===== config.mk =====
export PLATFORM = sky130hd
export DESIGN_NAME = score_accum10
export DESIGN_NICKNAME = d
export VERILOG_FILES = /design/src/rtl/score_accum10_pkg.sv /design/src/rtl/score_accum10_sat_add.sv /design/src/rtl/score_accum10.sv
export SDC_FILE = /design/constraint.sdc
export NUM_CORES = 1
export LEC_CHECK = 0
export CAP_MARGIN = 20
export CELL_PAD_IN_SITES_DETAIL_PLACEMENT = 1
export CELL_PAD_IN_SITES_GLOBAL_PLACEMENT = 2
export CORE_MARGIN = 4
export CORE_UTILIZATION = 36
export CTS_CLUSTER_SIZE = 24
export DETAILED_ROUTE_END_ITERATION = 6
export PLACE_DENSITY_LB_ADDON = 0.1
export SLEW_MARGIN = 10
export SYNTH_ARGS = -nofsm -noshare
export SYNTH_HDL_FRONTEND = slang
export SYNTH_HIERARCHICAL = 1
export SYNTH_SLANG_ARGS = --single-unit

===== constraint.sdc =====
create_clock -name clk -period 7.5 [get_ports clk]
set_input_delay 1.5 -clock clk [delete_from_list [all_inputs] [get_ports clk]]
set_output_delay 1.5 -clock clk [all_outputs]
set_load 0.005 [all_outputs]

===== src/rtl/score_accum10_pkg.sv =====
// Shared types and helpers for the frame score accumulator.
package score_pkg;

  localparam int NUM_CLASSES = 10;

  typedef enum logic [1:0] {
    IDLE  = 2'd0,
    ACCUM = 2'd1,
    DONE  = 2'd2
  } state_e;

  // Largest value representable in an unsigned field of width bw.
  function automatic logic [63:0] sat_max(input int bw);
    return (64'd1 << bw) - 64'd1;
  endfunction

endpackage


===== src/rtl/score_accum10_sat_add.sv =====
// Unsigned saturating add of one partial score into one class accumulator.
module sat_add
  import score_pkg::*;
#(
  parameter int inW = 12,
  parameter int bW  = 17
) (
  input  logic [bW-1:0]  acc,
  input  logic [inW-1:0] in,
  output logic [bW-1:0]  sum,
  output logic           clamped
);

  localparam logic [bW-1:0] MAXV = bW'(sat_max(bW));

  logic [bW:0] wide_sum;

  // One extra bit catches the overflow; clamp to the top value when it is set.
  always_comb begin
    wide_sum = {1'b0, acc} + {{(bW + 1 - inW){1'b0}}, in};
    clamped  = wide_sum[bW];
    sum      = clamped ? MAXV : wide_sum[bW-1:0];
  end

endmodule


===== src/rtl/score_accum10.sv =====
// Frame-based per-class score accumulator feeding the 10-way argmax stage.
// State | meaning
// IDLE  | no frame open, ready for the first beat
// ACCUM | frame open, summing beats
// DONE  | one cycle after a close, in_ready low
module score_accum10
  import score_pkg::*;
#(
  parameter int inW       = 12,
  parameter int bW        = 17,
  parameter int MAX_BEATS = 64,
  localparam int CW       = $clog2(MAX_BEATS + 1)
) (
  input  logic           clk,
  input  logic           rst_n,
  input  logic           in_valid,
  output logic           in_ready,
  input  logic [inW-1:0] in_data [0:NUM_CLASSES-1],
  input  logic           in_last,
  output logic [bW-1:0]  bids [0:NUM_CLASSES-1],
  output logic           bids_valid,
  output logic           win_valid,
  output logic [CW-1:0]  frame_beats,
  output logic           sat_frame,
  output logic           err_long
);

  if (bW < inW) begin : g_bad_width
    $error("score_accum10: bW must be >= inW");
  end

  state_e          state_q, state_d;
  logic [bW-1:0]   acc_q [NUM_CLASSES];
  logic [bW-1:0]   acc_d [NUM_CLASSES];
  logic [bW-1:0]   bids_q [NUM_CLASSES];
  logic [bW-1:0]   bids_d [NUM_CLASSES];
  logic [CW-1:0]   cnt_q, cnt_d;
  logic [CW-1:0]   frame_beats_q, frame_beats_d;
  logic            sat_flag_q, sat_flag_d;
  logic            sat_frame_q, sat_frame_d;
  logic            err_long_q, err_long_d;
  logic            in_ready_q, in_ready_d;
  logic            bids_valid_q, bids_valid_d;
  logic            win_valid_q, win_valid_d;

  logic [bW-1:0]          acc_op [NUM_CLASSES];
  logic [bW-1:0]          sum_w  [NUM_CLASSES];
  logic [NUM_CLASSES-1:0] clamp_w;

  logic            accept;
  logic            first_beat;
  logic            close;
  logic            sat_new;
  logic [CW-1:0]   cnt_new;

  assign accept     = in_valid && in_ready_q;
  assign first_beat = (state_q == IDLE);

  // The first beat of a frame adds onto zero so stale sums never leak in.
  for (genvar i = 0; i < NUM_CLASSES; i++) begin : g_class
    assign acc_op[i] = first_beat ? '0 : acc_q[i];
    sat_add #(.inW(inW), .bW(bW)) u_sat_add (
      .acc     (acc_op[i]),
      .in      (in_data[i]),
      .sum     (sum_w[i]),
      .clamped (clamp_w[i])
    );
  end

  // Next-state, accumulator and output-register logic.
  always_comb begin
    state_d       = state_q;
    acc_d         = acc_q;
    bids_d        = bids_q;
    cnt_d         = cnt_q;
    frame_beats_d = frame_beats_q;
    sat_flag_d    = sat_flag_q;
    sat_frame_d   = sat_frame_q;
    err_long_d    = err_long_q;
    bids_valid_d  = 1'b0;
    win_valid_d   = bids_valid_q;

    cnt_new = (first_beat ? '0 : cnt_q) + CW'(1);
    sat_new = (first_beat ? 1'b0 : sat_flag_q) | (|clamp_w);
    close   = in_last || (cnt_new == CW'(MAX_BEATS));

    case (state_q)
      IDLE, ACCUM: begin
        if (accept) begin
          acc_d      = sum_w;
          cnt_d      = cnt_new;
          sat_flag_d = sat_new;
          if (close) begin
            state_d       = DONE;
            bids_d        = sum_w;
            frame_beats_d = cnt_new;
            sat_frame_d   = sat_new;
            bids_valid_d  = 1'b1;
            if (!in_last) err_long_d = 1'b1;
          end else begin
            state_d = ACCUM;
          end
        end
      end
      DONE:    state_d = IDLE;
      default: state_d = IDLE;
    endcase

    in_ready_d = (state_d != DONE);
  end

  // All state registers with synchronous active-low reset.
  always_ff @(posedge clk) begin
    if (!rst_n) begin
      state_q       <= IDLE;
      acc_q         <= '{default: '0};
      bids_q        <= '{default: '0};
      cnt_q         <= '0;
      frame_beats_q <= '0;
      sat_flag_q    <= 1'b0;
      sat_frame_q   <= 1'b0;
      err_long_q    <= 1'b0;
      in_ready_q    <= 1'b0;
      bids_valid_q  <= 1'b0;
      win_valid_q   <= 1'b0;
    end else begin
      state_q       <= state_d;
      acc_q         <= acc_d;
      bids_q        <= bids_d;
      cnt_q         <= cnt_d;
      frame_beats_q <= frame_beats_d;
      sat_flag_q    <= sat_flag_d;
      sat_frame_q   <= sat_frame_d;
      err_long_q    <= err_long_d;
      in_ready_q    <= in_ready_d;
      bids_valid_q  <= bids_valid_d;
      win_valid_q   <= win_valid_d;
    end
  end

  assign in_ready    = in_ready_q;
  assign bids        = bids_q;
  assign bids_valid  = bids_valid_q;
  assign win_valid   = win_valid_q;
  assign frame_beats = frame_beats_q;
  assign sat_frame   = sat_frame_q;
  assign err_long    = err_long_q;

endmodule


==> summary.txt <==
Post-Route M1 WL: 33200 um
Ranking of synthesized cells by area: dfxtp_1 31%, nand2_1 14%, mux2i_1 8.4%, ha_1 6.5%, a21boi_0 5.0%
CTS resizes: 0
Combinational Power Share: 0.117
Crit-path slowest cell: or2_4
Layout cells sized above 1: 0.0575
Worst rel slew slack: 0.271
WS Path Type: reg -> reg
Largest net degree at the start of global routing: 238
Post-route DRC: 0
Via density: 5.19
Synth top area share: 0.312
Cts hold-fix bufs: 0
P_sw: 1290 uW
Fin. Hold Viols: 0
Antenna cells: 0
Clock skew: 11.6 ps
Period Utilization, post-route: 0.675
Setup violations, final: 0
Outcome: finished clean
Post-Synthesis Cells: 2943
Starting density of the core: 0.366
Leakage power: 0.0121 uW
Met2 WL: 34900 um
Top Ports: 306
Crit path time final: 5060 ps
Die area: 68700 um2
Int Pwr: 3830 uW
Total core area: 63400 um2
Final Power: 5120 uW
Synth Area per Inst: 7.89 um2
Post-Syn Area: 23200 um2
Total gr overflow: 0
Initial antenna violation count: 0
Worst-Margin Slew: 1090 ps
Sequential area share after synthesis: 0.312
Clock transition at the registers of the reported paths: 50 ps
Max cap viols: 0
Vias in the first global route: 21700
# rows: 92
Pre-CTS setup slack: 2280 ps
Final worst slack: 2440 ps
Total Wirelength: 72000 um
Wirelength per Cell: 17.9 um
Worst path cell trace: or2_4 > buf_4 > and2_1 > ha_1 > a211oi_1 > o211ai_2 > a31oi_2 > or3_1 > inv_1 > nor4_1 > nand3_1 > o21ai_0 > o211ai_1
Synth cell types: 72
Setup tns final: 0 ps
Cell Pwr Density: 181 nW/um2
Detailed-route via count: 20900
Global-route wire length before repair: 114000 um
Pre-antenna DRT Iters: 5
Hold Path Class: reg -> reg
Placed wire-length estimate: 49700 um
RSZ-0062 raised after global routing: no
Mapped Nets: 3198
Htree depth: 2
Post-synth top flop: dfxtp_1
Die H: 262 um
Synth area leader: dfxtp_1
Antenna viol nets, final: 0
Crit-path max FO: 64
Nets: 3401
Final core occ: 0.447
Worst-Skew Late Latency: 580 ps
Postcts setup bufs: 0
Clk sink count: 362
1st-iter DRT viols: 818
GRT Overall Usage: 0.202
Startpoint Class: flip-flop
CP required: 7910 ps
DR WL met3: 2480 um
Die W: 262 um
Routability cong.: 0.839
Root buffer cell: clkbuf_16
Crit-path max cell delay: 680 ps
Cell Count, Final, Fillers Out: 4028
TritonCTS clock tree: done
Placed Cells: 3943
Synth async-reset ratio: 0
DR top layer: met4
Clock tree buffer depth: 3
Fin. max-slew vios: 0
Max Clk Rate: 0.198 GHz
Depth of the worst hold-timing path: 2
Post-synthesis register bit count: 362
Worst Setup End Kind: flip-flop
Clk network pwr share: 0.489
Syn. warnings: 6
Sequential Power Share: 0.393
CTS Buf Count: 47
Sw frac: 0.252
Worst vdd ir: 0.000137 V
Area delta synth->final: 21.9%
CP Data Arrival Time: 5480 ps
R2R cell count: 13
Port bufs: 305
Number of flops mapped to enable cells by yosys: 0
routing by layer:
layer	vias to the layer above	GRT usage
li1	10400	-
met1	10100	0.258
met2	271	0.359
met3	89	0.0324
met4	0	0.0485
met5	-	0
cell usage after synthesis, types with 7 or more instances:
library cell and n:
a211oi_1 9, a21boi_0 155, a21boi_1 37, a21o_1 44, a21oi_1 108, a221o_1 7, a31oi_1 13, and2_1 185
and3b_1 7, and4_1 7, buf_2 12, buf_6 27, clkbuf_1 120, dfxtp_1 362, fa_1 10, ha_1 121
inv_1 48, mux2_2 21, mux2i_1 196, nand2_1 853, nand2_2 21, nand2b_1 48, nand3_1 54, nor2_1 55
nor2b_1 13, nor3_1 32, nor3b_1 18, o2111ai_1 10, o211ai_1 32, o211ai_2 12, o21a_1 10, o21ai_0 87
o21ai_1 9, or3_1 16, xnor2_1 22, xor2_1 67
logic make-up after synthesis:
logic type / share of synthesized area
muxes: 0.0952
and+or+nand+nor: 0.267
buffers and inverters: 0.0456
DFF: 0.312
adders and majority gates: 0.0738
AOI/OAI and AO/OA: 0.173
xor gates and xnor gates: 0.0336
placed cells by master (no fill, tap or decap), types with 67 or more instances in the layout:
master	synthesis	routed
a21boi_0	155	155
a21oi_1	108	108
and2_1	185	185
clkdlybuf4s50_1	0	304
dfxtp_1	362	362
ha_1	121	121
mux2i_1	196	196
nand2_1	853	853
o21ai_0	87	87
xor2_1	67	67
worst max-delay path, delay by kind of cell (launching register included):
kind | cells | cell delay (ps)
flip-flops | 1 | 540
adder cells (fa/ha/maj) | 1 | 260
AO/OA/AOI/OAI | 5 | 1200
AND/OR/NAND/NOR | 5 | 2190
buffers and inverters | 2 | 680
per-stage QoR:
step	instance area [um2]	hold slack (ps)
finish	28300	448
global route	28300	467
CTS	28300	450
detailed placement	26600	442
global placement	26600	437
floorplan	23200	430
power by group through the flow:
| stage | clock network [uW] | registers (uW) | logic [uW] |
|---|---|---|---|
| detailed placement | 0 | 2060 | 606 |
| finish | 2500 | 2010 | 601 |
| floorplan | 0 | 2050 | 371 |
| global placement | 0 | 2050 | 593 |
| global route | 2670 | 2020 | 669 |
| CTS | 2590 | 2010 | 611 |
worst paths after layout:
check	endpoint	slack [ps]	from
worst max-delay path	sat_frame	2440	state_q[0]
worst min-delay path	acc_q[107]	450	acc_q[107]
worst max register to register	sat_frame	2440	state_q[0]
worst min register to register	acc_q[107]	450	acc_q[107]
cell type report:
type / instances / area [um2]
Fill cell: 7567 / 35100
Multi-Input combinational cell: 2366 / 14900
Sequential cell: 362 / 7250
Timing Repair Buffer: 317 / 3190
Clock buffer: 65 / 1380
Tap cell: 846 / 1060
Clock inverter: 20 / 333
Inverter: 52 / 195
sequential cells by signal, indices dropped and copies added (netlist names):
| register | cells |
|---|---|
| err_long | 1 |
| frame_beats | 7 |
| in_ready | 1 |
| win_valid | 1 |
| sat_frame | 1 |
| acc_q | 170 |
| bids_valid | 1 |
| sat_flag_q | 1 |
| state_q | 2 |
| cnt_q | 7 |
| bids | 170 |
(Power assumes the default switching activity.)
